`config.mk`:
```
export PLATFORM = sky130hd
export DESIGN_NAME = adat_frame_deframer_flat
export DESIGN_NICKNAME = d
export VERILOG_FILES = /design/src/rtl/adat_frame_deframer_if.sv /design/src/rtl/adat_frame_deframer.sv /design/src/flat_wrapper.sv
export SDC_FILE = /design/constraint.sdc
export NUM_CORES = 1
export LEC_CHECK = 0
export CAP_MARGIN = 5
export CORE_MARGIN = 2
export CORE_UTILIZATION = 55
export DETAILED_ROUTE_END_ITERATION = 6
export PLACE_DENSITY_LB_ADDON = 0.2
export SLEW_MARGIN = 5
export SYNTH_ARGS = -nofsm -noshare
export SYNTH_HDL_FRONTEND = slang
export SYNTH_SLANG_ARGS = --single-unit
```
`constraint.sdc`:
```
create_clock -name clk_i -period 5.6 [get_ports clk_i]
set_input_delay 1.12 -clock clk_i [delete_from_list [all_inputs] [get_ports clk_i]]
set_output_delay 1.12 -clock clk_i [all_outputs]
set_load 0.005 [all_outputs]
```
`src/rtl/adat_frame_deframer_if.sv`:
```
// Bit-stream input and deframed-sample output bundle for adat_frame_deframer.
// The master drives the decoded ADAT bit stream. The slave is the deframer and returns samples and status.
interface adat_frame_deframer_if;
    logic        data_i;
    logic        valid_i;
    logic        sync_i;
    logic [23:0] sample_o;
    logic [2:0]  channel_o;
    logic        sample_valid_o;
    logic [3:0]  user_o;
    logic        frame_o;
    logic        locked_o;
    logic [7:0]  err_count_o;

    modport master (
        output data_i, valid_i, sync_i,
        input  sample_o, channel_o, sample_valid_o, user_o, frame_o, locked_o, err_count_o
    );

    modport slave (
        input  data_i, valid_i, sync_i,
        output sample_o, channel_o, sample_valid_o, user_o, frame_o, locked_o, err_count_o
    );
endinterface

```
`src/rtl/adat_frame_deframer.sv`:
```
// ADAT frame deframer. It aligns to the sync run, checks the framing bits and splits each 256-bit frame
// into eight 24-bit samples plus four user bits.
module adat_frame_deframer #(
    parameter int LOCK_FRAMES = 2
) (
    input  logic                  clk_i,
    input  logic                  rst_i,
    adat_frame_deframer_if.slave  bus
);
    localparam logic [3:0] LOCK_N = 4'(LOCK_FRAMES);

    typedef enum logic {HUNT, FRAME} state_t;

    state_t      state_reg;
    logic [3:0]  zero_run_reg;
    logic [7:0]  pos_reg;
    logic [23:0] shift_reg;
    logic [3:0]  user_acc_reg;
    logic [3:0]  good_cnt_reg;
    logic [23:0] sample_reg;
    logic [2:0]  channel_reg;
    logic        sample_valid_reg;
    logic [3:0]  user_reg;
    logic        frame_reg;
    logic        locked_reg;
    logic [7:0]  err_count_reg;

    logic [47:0] sep_hit;
    logic [7:0]  done_hit;
    logic        is_sep;
    logic        is_data;
    logic        is_user;
    logic        is_sync_zone;
    logic        frame_err;
    logic        chan_done;
    logic [2:0]  chan_idx;
    logic [23:0] shift_next;
    logic [3:0]  good_cnt_next;

    // Positions are decoded with one equality compare for each nibble separator and each channel end.
    genvar gi;
    generate
        for (gi = 0; gi < 48; gi++) begin : g_sep
            assign sep_hit[gi] = (pos_reg == 8'(10 + 5 * gi));
        end
        for (gi = 0; gi < 8; gi++) begin : g_done
            assign done_hit[gi] = (pos_reg == 8'(34 + 30 * gi));
        end
    endgenerate

    always_comb begin
        chan_done = 1'b0;
        chan_idx  = 3'd0;
        for (int i = 0; i < 8; i++) begin
            if (done_hit[i]) begin
                chan_done = 1'b1;
                chan_idx  = 3'(i);
            end
        end
    end

    assign is_sep       = (pos_reg == 8'd0) || (pos_reg == 8'd5) || (|sep_hit);
    assign is_user      = (pos_reg >= 8'd1) && (pos_reg <= 8'd4);
    assign is_data      = (pos_reg >= 8'd6) && (pos_reg <= 8'd245) && !is_sep;
    assign is_sync_zone = (pos_reg >= 8'd246);
    assign shift_next   = {shift_reg[22:0], bus.data_i};
    assign good_cnt_next = (good_cnt_reg >= LOCK_N) ? LOCK_N : good_cnt_reg + 4'd1;

    assign frame_err = (state_reg == FRAME) &&
                       (!bus.valid_i ||
                        (is_sep && !bus.data_i) ||
                        (is_sync_zone && bus.data_i) ||
                        (bus.sync_i && (pos_reg < 8'd253)));

    always_ff @(posedge clk_i) begin
        if (rst_i) begin
            state_reg        <= HUNT;
            zero_run_reg     <= 4'd0;
            pos_reg          <= 8'd0;
            shift_reg        <= 24'd0;
            user_acc_reg     <= 4'd0;
            good_cnt_reg     <= 4'd0;
            sample_reg       <= 24'd0;
            channel_reg      <= 3'd0;
            sample_valid_reg <= 1'b0;
            user_reg         <= 4'd0;
            frame_reg        <= 1'b0;
            locked_reg       <= 1'b0;
            err_count_reg    <= 8'd0;
        end else begin
            sample_valid_reg <= 1'b0;
            frame_reg        <= 1'b0;

            // The zero run is updated on every cycle, including the bit that causes an error.
            if (bus.valid_i && !bus.data_i)
                zero_run_reg <= (zero_run_reg == 4'd15) ? 4'd15 : zero_run_reg + 4'd1;
            else
                zero_run_reg <= 4'd0;

            case (state_reg)
                HUNT: begin
                    if (bus.valid_i && bus.data_i && (zero_run_reg >= 4'd10)) begin
                        state_reg <= FRAME;
                        pos_reg   <= 8'd1;
                    end
                end
                FRAME: begin
                    if (frame_err) begin
                        state_reg     <= HUNT;
                        err_count_reg <= (err_count_reg == 8'd255) ? 8'd255 : err_count_reg + 8'd1;
                        good_cnt_reg  <= 4'd0;
                        locked_reg    <= 1'b0;
                        shift_reg     <= 24'd0;
                    end else begin
                        pos_reg <= pos_reg + 8'd1;
                        if (is_user)
                            user_acc_reg <= {user_acc_reg[2:0], bus.data_i};
                        if (is_data)
                            shift_reg <= shift_next;
                        if (chan_done && locked_reg) begin
                            sample_reg       <= shift_next;
                            channel_reg      <= chan_idx;
                            sample_valid_reg <= 1'b1;
                        end
                        if (pos_reg == 8'd255) begin
                            user_reg     <= user_acc_reg;
                            frame_reg    <= locked_reg;
                            good_cnt_reg <= good_cnt_next;
                            if (good_cnt_next == LOCK_N)
                                locked_reg <= 1'b1;
                        end
                    end
                end
                default: state_reg <= HUNT;
            endcase
        end
    end

    assign bus.sample_o       = sample_reg;
    assign bus.channel_o      = channel_reg;
    assign bus.sample_valid_o = sample_valid_reg;
    assign bus.user_o         = user_reg;
    assign bus.frame_o        = frame_reg;
    assign bus.locked_o       = locked_reg;
    assign bus.err_count_o    = err_count_reg;
endmodule

```
`src/flat_wrapper.sv`:
```
// flat-port wrapper written by rule: the top's interface ports become plain ports
module adat_frame_deframer_flat 
#(
    parameter int LOCK_FRAMES = 2
)
  (clk_i, rst_i, bus_data_i, bus_valid_i, bus_sync_i, bus_sample_o, bus_channel_o, bus_sample_valid_o, bus_user_o, bus_frame_o, bus_locked_o, bus_err_count_o);
  adat_frame_deframer_if bus_i ();
  input  logic clk_i;
  input  logic rst_i;
  input wire logic [$bits(bus_i.data_i)-1:0] bus_data_i;
  input wire logic [$bits(bus_i.valid_i)-1:0] bus_valid_i;
  input wire logic [$bits(bus_i.sync_i)-1:0] bus_sync_i;
  output wire logic [$bits(bus_i.sample_o)-1:0] bus_sample_o;
  output wire logic [$bits(bus_i.channel_o)-1:0] bus_channel_o;
  output wire logic [$bits(bus_i.sample_valid_o)-1:0] bus_sample_valid_o;
  output wire logic [$bits(bus_i.user_o)-1:0] bus_user_o;
  output wire logic [$bits(bus_i.frame_o)-1:0] bus_frame_o;
  output wire logic [$bits(bus_i.locked_o)-1:0] bus_locked_o;
  output wire logic [$bits(bus_i.err_count_o)-1:0] bus_err_count_o;
  assign bus_i.data_i = bus_data_i;
  assign bus_i.valid_i = bus_valid_i;
  assign bus_i.sync_i = bus_sync_i;
  assign bus_sample_o = bus_i.sample_o;
  assign bus_channel_o = bus_i.channel_o;
  assign bus_sample_valid_o = bus_i.sample_valid_o;
  assign bus_user_o = bus_i.user_o;
  assign bus_frame_o = bus_i.frame_o;
  assign bus_locked_o = bus_i.locked_o;
  assign bus_err_count_o = bus_i.err_count_o;
  adat_frame_deframer #(.LOCK_FRAMES(LOCK_FRAMES)) u_core (.clk_i(clk_i), .rst_i(rst_i), .bus(bus_i));
endmodule
```
After elaboration in Yosys (flattened, before gate mapping)
Cells that the tools add are included.

Flip-flop bits (word level): 86. Input port bits: 5. Output and inout port bits: 42. Logic and storage cells: 159.

$add $sub $neg: 4. $lt $le $gt $ge: 8. Equal/unequal tests: 63. Mux-type cells: 32. Bitwise logic cells: 4. Reductions and logical operators: 35.

Operator list (number): $eq A8 B8 Y1 const B (30); $eq A8 B7 Y1 const B (16); $eq A8 B6 Y1 const B (7); $reduce_or A48 Y1 (1); $mux W23 (2); $eq A8 B5 Y1 const B (3); $mux W8 (3); $add A8 B1 Y8 const B (2); $eq A8 B4 Y1 const B (2); $mux W4 (4); $pmux W8 S2 (1); $mux W1 (15); $mux W3 (4); $reduce_and A3 Y1 (4); $logic_and A1 B1 Y1 (11); $add A4 B1 Y4 const B (2); $eq A8 B3 Y1 const B (1); $ge A8 B1 Y1 const B (1); $ge A8 B3 Y1 const B (1); $ge A8 B8 Y1 const B (1); $le A8 B3 Y1 const B (1); $le A8 B8 Y1 const B (1); $logic_not A8 Y1 (1); $lt A8 B8 Y1 const B (1); 16 further kinds (31).

Longest topological paths before layout
Gate-level depths: netlist of the first run.

Depth in word-level cells: 11. Mapped depth: 12. Depth with buffers taken out: 9.

Worst setup path after synthesis of the first run
Ideal clock, no wire load.

Path kind: reg2reg. Start point: register u_core.pos_reg[0]. End point: register u_core.pos_reg[5]. Library setup time: 0.071 ns. Arrival: 2.533 ns. Data required time: 5.529 ns. Slack: 2.995 ns. Cell stages (with the launch flop): 13. Buffers on the path: 3. Clock period less this slack: 2.605 ns. Cell sequence: dfxtp_1 > inv_1 > ha_1 > clkbuf_1 > mux2i_1 > a2bb2oi_1 > a2bb2oi_1 > o211ai_1 > o31a_1 > buf_2 > buf_6 > or3_1 > a21oi_1.

Cells in the longest elaborated chain, start to end: 10. Elaborated cells on any way between the ends: 67. Classes of those cells: add/sub (1); order compare (2); eq/ne (50); mux (2); reduce/logical (12).

Ends and longest elaborated chain: from (decl) (line adat_frame_deframer.sv:16) `logic [7:0] pos_reg;`; from (signal assigned) (line adat_frame_deframer.sv:115) `pos_reg <= pos_reg + 8'd1;`; $eq A8 B4 Y1, or another cell as far along (line adat_frame_deframer.sv:44) `assign sep_hit[gi] = (pos_reg == 8'(10 + 5 * gi));`; $reduce_or A48 Y1 or $logic_or A1 B1 Y1 (tied branches) (line adat_frame_deframer.sv:62) `assign is_sep = (pos_reg == 8'd0) || (pos_reg == 8'd5) || (|sep_hit);`; $logic_or A1 B1 Y1 (line adat_frame_deframer.sv:62); $logic_and A1 B1 Y1 (line adat_frame_deframer.sv:71) `(is_sep && !bus.data_i) ||`; $logic_or A1 B1 Y1 (line adat_frame_deframer.sv:70) `(!bus.valid_i ||`; $logic_or A1 B1 Y1 (line adat_frame_deframer.sv:71); $logic_or A1 B1 Y1 (line adat_frame_deframer.sv:72) `(is_sync_zone && bus.data_i) ||`; $logic_and A1 B1 Y1 (line adat_frame_deframer.sv:69) `assign frame_err = (state_reg == FRAME) &&`; $ne A2 B2 Y1 (no source line); $reduce_and A2 Y1 (no source line).

Parallel ways exist; a longest one is shown, timed or not. The select of a mux whose other input is x is not followed. A chain may end at the register's enable or synchronous reset.

Worst setup path in the final report of the first run
Start point: register u_core.pos_reg[3]. End point: register u_core.good_cnt_reg[1].

Cells in the longest elaborated chain, start to end: 10. Elaborated cells on any way between the ends: 66. Classes of those cells: order compare (2); eq/ne (50); mux (1); reduce/logical (13).

Ends and longest elaborated chain: $eq A8 B4 Y1, or another cell as far along (line adat_frame_deframer.sv:44); $reduce_or A48 Y1 or $logic_or A1 B1 Y1 (tied branches) (line adat_frame_deframer.sv:62); $logic_or A1 B1 Y1 (line adat_frame_deframer.sv:62); $logic_and A1 B1 Y1 (line adat_frame_deframer.sv:71); $logic_or A1 B1 Y1 (line adat_frame_deframer.sv:70); $logic_or A1 B1 Y1 (line adat_frame_deframer.sv:71); $logic_or A1 B1 Y1 (line adat_frame_deframer.sv:72); $logic_and A1 B1 Y1 (line adat_frame_deframer.sv:69); $reduce_bool A2 Y1 (no source line); $reduce_and A2 Y1 (no source line); to (signal assigned) (line adat_frame_deframer.sv:128) `good_cnt_reg <= good_cnt_next;`; to (decl) (line adat_frame_deframer.sv:19) `logic [3:0] good_cnt_reg;`.

Parallel ways exist; a longest one is shown, timed or not.

==> results of run 1 <==
[per-layer routing]
layer	global-route usage (%)	vias to the layer above
met2	42.5	118
met4	8.08	0
met3	3.65	11
met1	32.5	1908
met5	0	-
li1	-	1880
[layout make-up]
cell class	instances	area share [%]
clock buffer	9	2.56
clock inverter	6	1.45
inverter	19	1.47
multi-input combinational	351	46.1
sequential	86	35.5
tap	99	2.56
timing repair buffer	51	10.3
[through the flow]
stage	total power, W	cell area (um^2)
6_report	0.00107	4840
5_1_grt	0.00110	4840
4_1_cts	0.00108	4840
3_5_place_dp	0.000655	4650
3_3_place_gp	0.000654	4650
2_1_floorplan	0.000645	4220
[placed cells by master (no fill, tap or decap), types with 3 or more instances in the layout]
| cell type | instances |
|---|---|
| inv_1 | 19 |
| nor3_1 | 15 |
| clkdlybuf4s50_1 | 46 |
| o41ai_1 | 3 |
| a311oi_1 | 6 |
| a211oi_1 | 3 |
| a2bb2oi_1 | 3 |
| o32ai_1 | 8 |
| mux2i_1 | 22 |
| clkbuf_8 | 9 |
| nand2b_1 | 4 |
| o21ai_0 | 38 |
| o211ai_1 | 3 |
| nand3b_1 | 8 |
| buf_4 | 5 |
| nor2_1 | 36 |
| a21oi_1 | 37 |
| nand3_1 | 42 |
| and3_1 | 7 |
| o31ai_1 | 3 |
| nor2b_1 | 3 |
| nand2_1 | 26 |
| nand4bb_1 | 4 |
| ha_1 | 9 |
| a31oi_1 | 7 |
| a31o_2 | 4 |
| dfxtp_1 | 86 |
| nand4_1 | 13 |
| or3_1 | 3 |
| a2bb2o_1 | 3 |
[synthesized netlist by cell type (3+ instances only)]
| master | number |
|---|---|
| dfxtp_1 | 86 |
| nand3_1 | 42 |
| o21ai_0 | 38 |
| a21oi_1 | 37 |
| nor2_1 | 36 |
| nand2_1 | 26 |
| clkbuf_1 | 24 |
| mux2i_1 | 22 |
| inv_1 | 19 |
| buf_2 | 17 |
| nor3_1 | 15 |
| nand4_1 | 13 |
| ha_1 | 9 |
| nand3b_1 | 8 |
| o32ai_1 | 8 |
| a31oi_1 | 7 |
| and3_1 | 7 |
| a311oi_1 | 6 |
| a31o_2 | 4 |
| nand2b_1 | 4 |
| nand4bb_1 | 4 |
| o31ai_1 | 4 |
| a211oi_1 | 3 |
| a2bb2o_1 | 3 |
| a2bb2oi_1 | 3 |
| nor2b_1 | 3 |
| o211ai_1 | 3 |
| o41ai_1 | 3 |
| or3_1 | 3 |
[worst min-delay path, cell delays in order, from the launching register on]
cell,delay (ns)
dfxtp_1,0.33
nand2_1,0.06
nor2_1,0.03
[power groups by stage]
stage	clock (W)	sequential, W	combinational (W)
final	0.000430	0.000612	0.0000290
after global routing	0.000461	0.000612	0.0000311
after CTS	0.000438	0.000612	0.0000288
after detailed placement	0	0.000626	0.0000286
after global placement	0	0.000626	0.0000282
after floorplan	0	0.000626	0.0000186
[final timing paths]
path | slack [ns] | cells past startpoint | start | endpoint
min | 0.45 | 2 | u_core.good_cnt_reg[3]$_SDFFE_PP0P_ | u_core.good_cnt_reg[3]$_SDFFE_PP0P_
max reg2reg | 1.72 | 7 | u_core.pos_reg[3]$_SDFFE_PP0P_ | u_core.good_cnt_reg[1]$_SDFFE_PP0P_
max | 1.72 | 7 | u_core.pos_reg[3]$_SDFFE_PP0P_ | u_core.good_cnt_reg[1]$_SDFFE_PP0P_
min reg2reg | 0.45 | 2 | u_core.good_cnt_reg[3]$_SDFFE_PP0P_ | u_core.good_cnt_reg[3]$_SDFFE_PP0P_
[logic make-up (layout without fill, tap and decap cells)]
group | after synthesis | after routing | share of synthesized area [%]
simple gates | 178 | 178 | 22.4
compound gates | 139 | 139 | 21.3
flops | 86 | 86 | 40.8
buf+inv | 64 | 85 | 6.73
mux | 23 | 23 | 5.49
fa+ha+maj | 9 | 9 | 2.67
xor+xnor | 2 | 2 | 0.593
==> flow_summary.json, run 1 <==
{
  "outcome": "finished clean",
  "place.gp.congestion": 0.947,
  "grt_pass1_wl_mm": 17.4,
  "fill_cells": 621,
  "power_leakage_nw": 1.53,
  "crit_family": "compound AO/OA/AOI/OAI gates",
  "switchingPower_w": 0.000245,
  "path_max_fanout": 30,
  "seq_area_um2": 1720,
  "hold_slack_ns": 0.455,
  "grt.total_usage_pct": 25.0,
  "highest_layer": "met4",
  "htree_levels": 3,
  "worstMarginPinSlew_ns": 0.954,
  "vias": 3917,
  "post-place-cells": 606,
  "grt_antenna_before_repair": 0,
  "wl_met2_mm": 5.10,
  "ys_ff_latch": 86,
  "hold_violations": 0,
  "finalCritPeriodShare_pct": 69.2,
  "core_area_um2": 7330,
  "wl_met3_um": 474,
  "switching_share_pct": 22.9,
  "diodes": 0,
  "insertion_delay_ns": 0.35,
  "avgSynthCellArea_um2": 8.42,
  "combPwrFrac_pct": 2.7,
  "place_hpwl_mm": 6.89,
  "die_h_um": 91.6,
  "ant_nets": 0,
  "synthArstFlopShare_pct": 0,
  "cp_slowest_cell": "dfxtp_1",
  "finalClockSkew_ns": 0.0147,
  "area_delta_synth_final_pct": 14.8,
  "via_per_inst": 6.31,
  "post-route-drc-count": 0,
  "layout_setup_ws_ns": 1.72,
  "port_buffers": 46,
  "rsz0062_at_grt": "no",
  "wl_per_cell_um": 16.7,
  "largest_reg_flops": 24,
  "crit_type": "register to register",
  "pwr-share-seq_pct": 57.1,
  "initial_core_util_pct": 57.5,
  "rows": 31,
  "fin_cells": 621,
  "dr.pass1.iters": 7,
  "num_io_pins": 47,
  "cts_resized": 0,
  "cts_num_sinks": 86,
  "netlist_area_um2": 4220,
  "critical_path.cell_chain": "nand2_1 > o41ai_1 > nand4bb_1 > o31a_1 > buf_4 > a211oi_1 > a22o_1",
  "slew_headroom_pct": 36.4,
  "die_w_um": 91.6,
  "synth_cells": 501,
  "fmax_mhz": 258,
  "utilization_pct": 66.1,
  "arrival_ns": 4.11,
  "yosysTopAreaCellShare_pct": 40.8,
  "cp_num_buf_inv": 1,
  "die_area_um2": 8390,
  "yosysUniqueCellTypes": 59,
  "multi_input_area_um2": 2230,
  "place_ws_ns": 1.79,
  "required_ns": 5.84,
  "met1_length_mm": 4.64,
  "tns_ns": 0,
  "drive_above_1_share_pct": 6.13,
  "synth-edff-count": 0,
  "setup_violations": 0,
  "cp-start-kind": "register",
  "synth_top_area_cell": "dfxtp_1",
  "period_needed_ns": 3.88,
  "routed_wl_mm": 10.4,
  "clkPwrFrac_pct": 40.2,
  "vdd_ir_drop_max_v": 0.000134,
  "nets": 532,
  "yosysSeqAreaShare_pct": 40.8,
  "drt_iter0_drc": 322,
  "maxCapViolCount": 0,
  "ctsHoldBuffers": 0,
  "grt_overflow_total": 0,
  "synth_nets": 515,
  "yosys_warnings": 0,
  "grt_max_degree": 42,
  "cts_tree": "built",
  "p_int_w": 0.000825,
  "cp-end-kind": "register",
  "power_density_nw_per_um2": 221,
  "synth-main-ff-cell": "dfxtp_1",
  "cts_setup_buffers": 0,
  "grt_pass1_vias": 3741,
  "clk_pin_slew_worst_paths_ns": 0.08,
  "final_max_slew_viol_count": 0,
  "slowest_delay_ns": 0.92,
  "min_path_type": "register to register",
  "clockBufferDepth": 2,
  "cts_made_buffers": 9,
  "ys_top_cells_by_area": "dfxtp_1 (41%), mux2i_1 (5.2%), nand3_1 (5.0%)",
  "root_buffer": "clkbuf_8"
}
(Power assumes the default switching activity.)
==> inputs of run 2 (changes only) <==
- clock period: 5.6 -> 3.6 ns (I/O delays scaled with it)
==> flow_summary.json, run 2 (same netlist as run 1, synthesis figures left out) <==
{
  "outcome": "finished clean",
  "maxCapViolCount": 0,
  "grt_antenna_before_repair": 0,
  "setup_violations": 0,
  "finalCritPeriodShare_pct": 90.4,
  "drt_iter0_drc": 252,
  "root_buffer": "clkbuf_8",
  "cts_resized": 0,
  "place_ws_ns": 0.432,
  "insertion_delay_ns": 0.35,
  "slowest_delay_ns": 0.82,
  "routed_wl_mm": 10.8,
  "finalClockSkew_ns": 0.00976,
  "cts_tree": "built",
  "cts_num_sinks": 86,
  "hold_violations": 0,
  "worstMarginPinSlew_ns": 0.759,
  "clk_pin_slew_worst_paths_ns": 0.09,
  "final_max_slew_viol_count": 0,
  "required_ns": 3.88,
  "clockBufferDepth": 2,
  "core_area_um2": 7330,
  "crit_type": "register to register",
  "hold_slack_ns": 0.434,
  "grt_overflow_total": 0,
  "htree_levels": 3,
  "grt_max_degree": 41,
  "period_needed_ns": 3.26,
  "num_io_pins": 47,
  "cp-end-kind": "register",
  "post-route-drc-count": 0,
  "slew_headroom_pct": 49.3,
  "fin_total_pwr_w": 0.00171,
  "min_path_type": "register to register",
  "power_leakage_nw": 1.63,
  "rsz0062_at_grt": "no",
  "place_hpwl_mm": 7.22,
  "diodes": 0,
  "dr.pass1.iters": 5,
  "largest_reg_flops": 24,
  "ctsHoldBuffers": 0,
  "grt_pass1_wl_mm": 18.2,
  "layout_setup_ws_ns": 0.344,
  "use_met1_pct": 35.4,
  "vdd_ir_drop_max_v": 0.000293,
  "tns_ns": 0,
  "arrival_ns": 3.54,
  "fill_cells": 589,
  "seq_area_um2": 1720,
  "place.gp.congestion": 0.944,
  "vias": 4000,
  "rows": 31,
  "crit_family": "compound AO/OA/AOI/OAI gates",
  "layout_commonest_cell": "dfxtp_1",
  "die_area_um2": 8390,
  "port_buffers": 46,
  "power_density_nw_per_um2": 343,
  "nets": 550,
  "fmax_mhz": 307,
  "wl_per_cell_um": 16.8,
  "path_max_fanout": 28,
  "grt_util_met2_pct": 42.7,
  "grt_pass1_vias": 3796,
  "area_delta_synth_final_pct": 18.3,
  "ant_nets": 0,
  "final_cell_mix": "dfxtp_1 (86), clkdlybuf4s50_1 (46), nand3_1 (42)",
  "cp_slowest_cell": "dfxtp_1",
  "multi_input_area_um2": 2230,
  "use_met3_pct": 4.32,
  "die_w_um": 91.6,
  "cp-start-kind": "register",
  "drive_above_1_share_pct": 9.43,
  "grt.total_usage_pct": 26.5,
  "via_per_inst": 6.25,
  "critical_path.cell_chain": "nand2_1 > o41ai_1 > nand4bb_1 > o31a_1 > buf_4 > or4_1 > a21oi_1",
  "cts_made_buffers": 9,
  "cts_setup_buffers": 0,
  "busiest_layer": "met2",
  "die_h_um": 91.6,
  "cp_num_buf_inv": 1,
  "initial_core_util_pct": 57.5
}
-- run 2: path summary, 6_finish.rpt --
check                           slack [ns]  depth (start not counted)                           startpoint                                  end
worst max-delay path                  0.34                          7       u_core.pos_reg[3]$_SDFFE_PP0P_       u_core.pos_reg[4]$_SDFFE_PP0P_
worst min register to register        0.43                          2  u_core.good_cnt_reg[3]$_SDFFE_PP0P_  u_core.good_cnt_reg[3]$_SDFFE_PP0P_
worst max register to register        0.34                          7       u_core.pos_reg[3]$_SDFFE_PP0P_       u_core.pos_reg[4]$_SDFFE_PP0P_
worst min-delay path                  0.43                          2  u_core.good_cnt_reg[3]$_SDFFE_PP0P_  u_core.good_cnt_reg[3]$_SDFFE_PP0P_
-- run 2: cell type report --
| class | count | area share (%) |
|---|---|---|
| Clock buffer | 9 | 2.48 |
| Sequential cell | 86 | 34.5 |
| Inverter | 19 | 1.43 |
| Tap cell | 99 | 2.48 |
| Timing Repair Buffer | 69 | 12.7 |
| Clock inverter | 7 | 1.61 |
| Multi-Input combinational cell | 351 | 44.8 |
-- run 2: worst register-to-register path, cell delays in order, from the launching register on --
cell and delay, ns:
dfxtp_1 0.82, nand2_1 0.24, o41ai_1 0.52, nand4bb_1 0.26, o31a_1 0.44, buf_4 0.27, or4_1 0.49, a21oi_1 0.15
-- run 2: per-stage QoR --
| stage | instances | util (%) | instance area, um^2 |
|---|---|---|---|
| floorplan | 501 | - | 4220 |
| global placement | 624 | 65.3 | 4780 |
| detailed placement | 624 | 65.3 | 4780 |
| CTS | 640 | 68.0 | 4990 |
| global route | 640 | 68.0 | 4990 |
| finish | 640 | 68.0 | 4990 |
-- run 2: layer usage --
layer | part of all wire (%) | vias up
li1 | - | 1916
met1 | 46 | 1920
met2 | 47 | 142
met3 | 4.9 | 22
met4 | 2.2 | 0
met5 | 0 | -
-- run 2: power by group --
part	switching, W	internal, W	leakage [nW]
sequential	0.000000694	0.000951	0.692
clock	0.000379	0.000332	0.107
combinational	0.0000356	0.0000128	0.830
==> inputs of run 3 (changes only) <==
- CORE_ASPECT_RATIO: unset -> 0.5
==> flow_summary.json, run 3 (same netlist as run 1, synthesis figures left out) <==
{
  "fill_cells": 621,
  "largest_reg_flops": 24,
  "maxCapViolCount": 0,
  "power_density_nw_per_um2": 383,
  "path_max_fanout": 26,
  "clockBufferDepth": 2,
  "p_int_w": 0.00152,
  "grt_overflow_total": 0,
  "place.gp.congestion": 0.903,
  "combPwrFrac_pct": 2.5,
  "fmax_mhz": 299,
  "whs_endpoint": "u_core.bus.sample_o[23]$_SDFFE_PP0P_",
  "cts_made_buffers": 9,
  "cp_num_buf_inv": 0,
  "initial_core_util_pct": 57.2,
  "die_h_um": 65.9,
  "finalClockSkew_ns": 0.00749,
  "cts_num_sinks": 86,
  "routed_wl_mm": 10.3,
  "wl_per_cell_um": 16.3,
  "via_per_inst": 6.24,
  "grt_max_degree": 56,
  "grt_antenna_before_repair": 0,
  "hold_depth": 2,
  "cp-end-kind": "register",
  "cp-start-kind": "register",
  "outcome": "finished clean",
  "setup_violations": 0,
  "vdd_ir_drop_max_v": 0.000327,
  "worstMarginPinSlew_ns": 0.884,
  "cts_tree": "built",
  "dr.pass1.iters": 5,
  "htree_levels": 3,
  "cp_common_cell": "a2bb2oi_1",
  "core_area_um2": 7380,
  "final_cell_mix": "dfxtp_1 (86), clkdlybuf4s50_1 (46), nand3_1 (42)",
  "min_path_type": "register to register",
  "place_hpwl_mm": 6.69,
  "crit_type": "register to register",
  "rows": 22,
  "clkPwrFrac_pct": 48.1,
  "ff2ff_path_depth": 7,
  "arrival_ns": 3.63,
  "fin_total_pwr_w": 0.00193,
  "clk_pin_slew_worst_paths_ns": 0.06,
  "r2r-end": "u_core.shift_reg[22]$_SDFFE_PP0P_",
  "grt.total_usage_pct": 25.8,
  "drt_iter0_drc": 397,
  "root_buffer": "clkbuf_16",
  "diodes": 0,
  "post-route-drc-count": 0,
  "die_w_um": 128,
  "r2r-start": "u_core.pos_reg[3]$_SDFFE_PP0P_",
  "grt_pass1_vias": 3560,
  "cts_resized": 0,
  "utilization_pct": 68.2,
  "grt_pass1_wl_mm": 17.5,
  "required_ns": 3.89,
  "hp-start": "u_core.shift_reg[22]$_SDFFE_PP0P_",
  "num_io_pins": 47,
  "switchingPower_w": 0.000408,
  "slowest_delay_ns": 0.90,
  "final_max_slew_viol_count": 0,
  "ant_nets": 0,
  "ctsHoldBuffers": 0,
  "crit_family": "compound AO/OA/AOI/OAI gates",
  "seq_area_um2": 1720,
  "cts_setup_buffers": 0,
  "cp_slowest_cell": "dfxtp_1",
  "layout_commonest_cell": "dfxtp_1",
  "pwr-share-seq_pct": 49.4,
  "drive_above_1_share_pct": 7.88,
  "tns_ns": 0,
  "insertion_delay_ns": 0.34,
  "multi_input_area_um2": 2230,
  "power_leakage_nw": 1.63,
  "period_needed_ns": 3.34,
  "nets": 542,
  "vias": 3928,
  "critical_path.cell_chain": "mux2i_1 > a2bb2oi_1 > a2bb2oi_1 > o211ai_1 > o31ai_4 > nand3_1 > a2bb2o_1",
  "finalCritPeriodShare_pct": 92.8,
  "slew_headroom_pct": 41.0,
  "die_area_um2": 8430,
  "reg2reg_slack_ns": 0.26,
  "port_buffers": 46,
  "rsz0062_at_grt": "no",
  "switching_share_pct": 21.1,
  "area_delta_synth_final_pct": 19.4,
  "hold_violations": 0
}
## run 3: cell type report
| type | instances | area share (%) |
|---|---|---|
| timing repair buffer | 61 | 11.6 |
| clock buffer | 11 | 4.82 |
| clock inverter | 5 | 1.17 |
| multi-input combinational | 351 | 44.4 |
| tap | 96 | 2.39 |
| sequential | 86 | 34.2 |
| inverter | 19 | 1.42 |
## run 3: power groups by stage
stage	combinational, W	clock [W]	sequential (W)
floorplan	0.0000290	0	0.000974
global placement	0.0000483	0	0.000974
detailed placement	0.0000482	0	0.000974
CTS	0.0000486	0.000946	0.000953
global route	0.0000536	0.000990	0.000952
finish	0.0000491	0.000928	0.000953
## run 3: worst min-delay path: cells and delay by family (launching register included)
kind | cells | cell delay (ns)
flops | 1 | 0.31
simple gates | 1 | 0.06
compound gates | 1 | 0.05
## run 3: metal layers
layer | part of all wire [%] | GRT usage [%] | vias up
met5 | 0 | 0 | -
met4 | 1.8 | 9.34 | 0
met3 | 5.3 | 5.83 | 26
met1 | 48 | 35.8 | 1879
li1 | - | - | 1897
met2 | 45 | 39.6 | 126
## run 3: worst max path at each step
stage	cells after the start	slack, ns	start	to
global route	7	0.02	u_core.pos_reg[3]$_SDFFE_PP0P_	u_core.shift_reg[22]$_SDFFE_PP0P_
finish	7	0.26	u_core.pos_reg[3]$_SDFFE_PP0P_	u_core.shift_reg[22]$_SDFFE_PP0P_
CTS	7	0.32	u_core.pos_reg[3]$_SDFFE_PP0P_	u_core.shift_reg[22]$_SDFFE_PP0P_
floorplan	12	1.0	u_core.pos_reg[0]$_SDFFE_PP0P_	u_core.pos_reg[5]$_SDFFE_PP0P_
global placement	6	0.46	u_core.pos_reg[3]$_SDFFE_PP0P_	u_core.shift_reg[2]$_SDFFE_PP0P_
detailed placement	7	0.37	u_core.pos_reg[3]$_SDFFE_PP0P_	u_core.shift_reg[22]$_SDFFE_PP0P_
## run 3: per-stage QoR
step | std cells | setup slack [ns] | area (um^2) | hold slack, ns
floorplan | 501 | 0.995 | 4220 | 0.410
global placement | 613 | 0.464 | 4730 | 0.423
detailed placement | 613 | 0.367 | 4730 | 0.438
CTS | 629 | 0.325 | 5030 | 0.460
global route | 629 | 0.0220 | 5030 | 0.489
finish | 629 | 0.260 | 5030 | 0.470
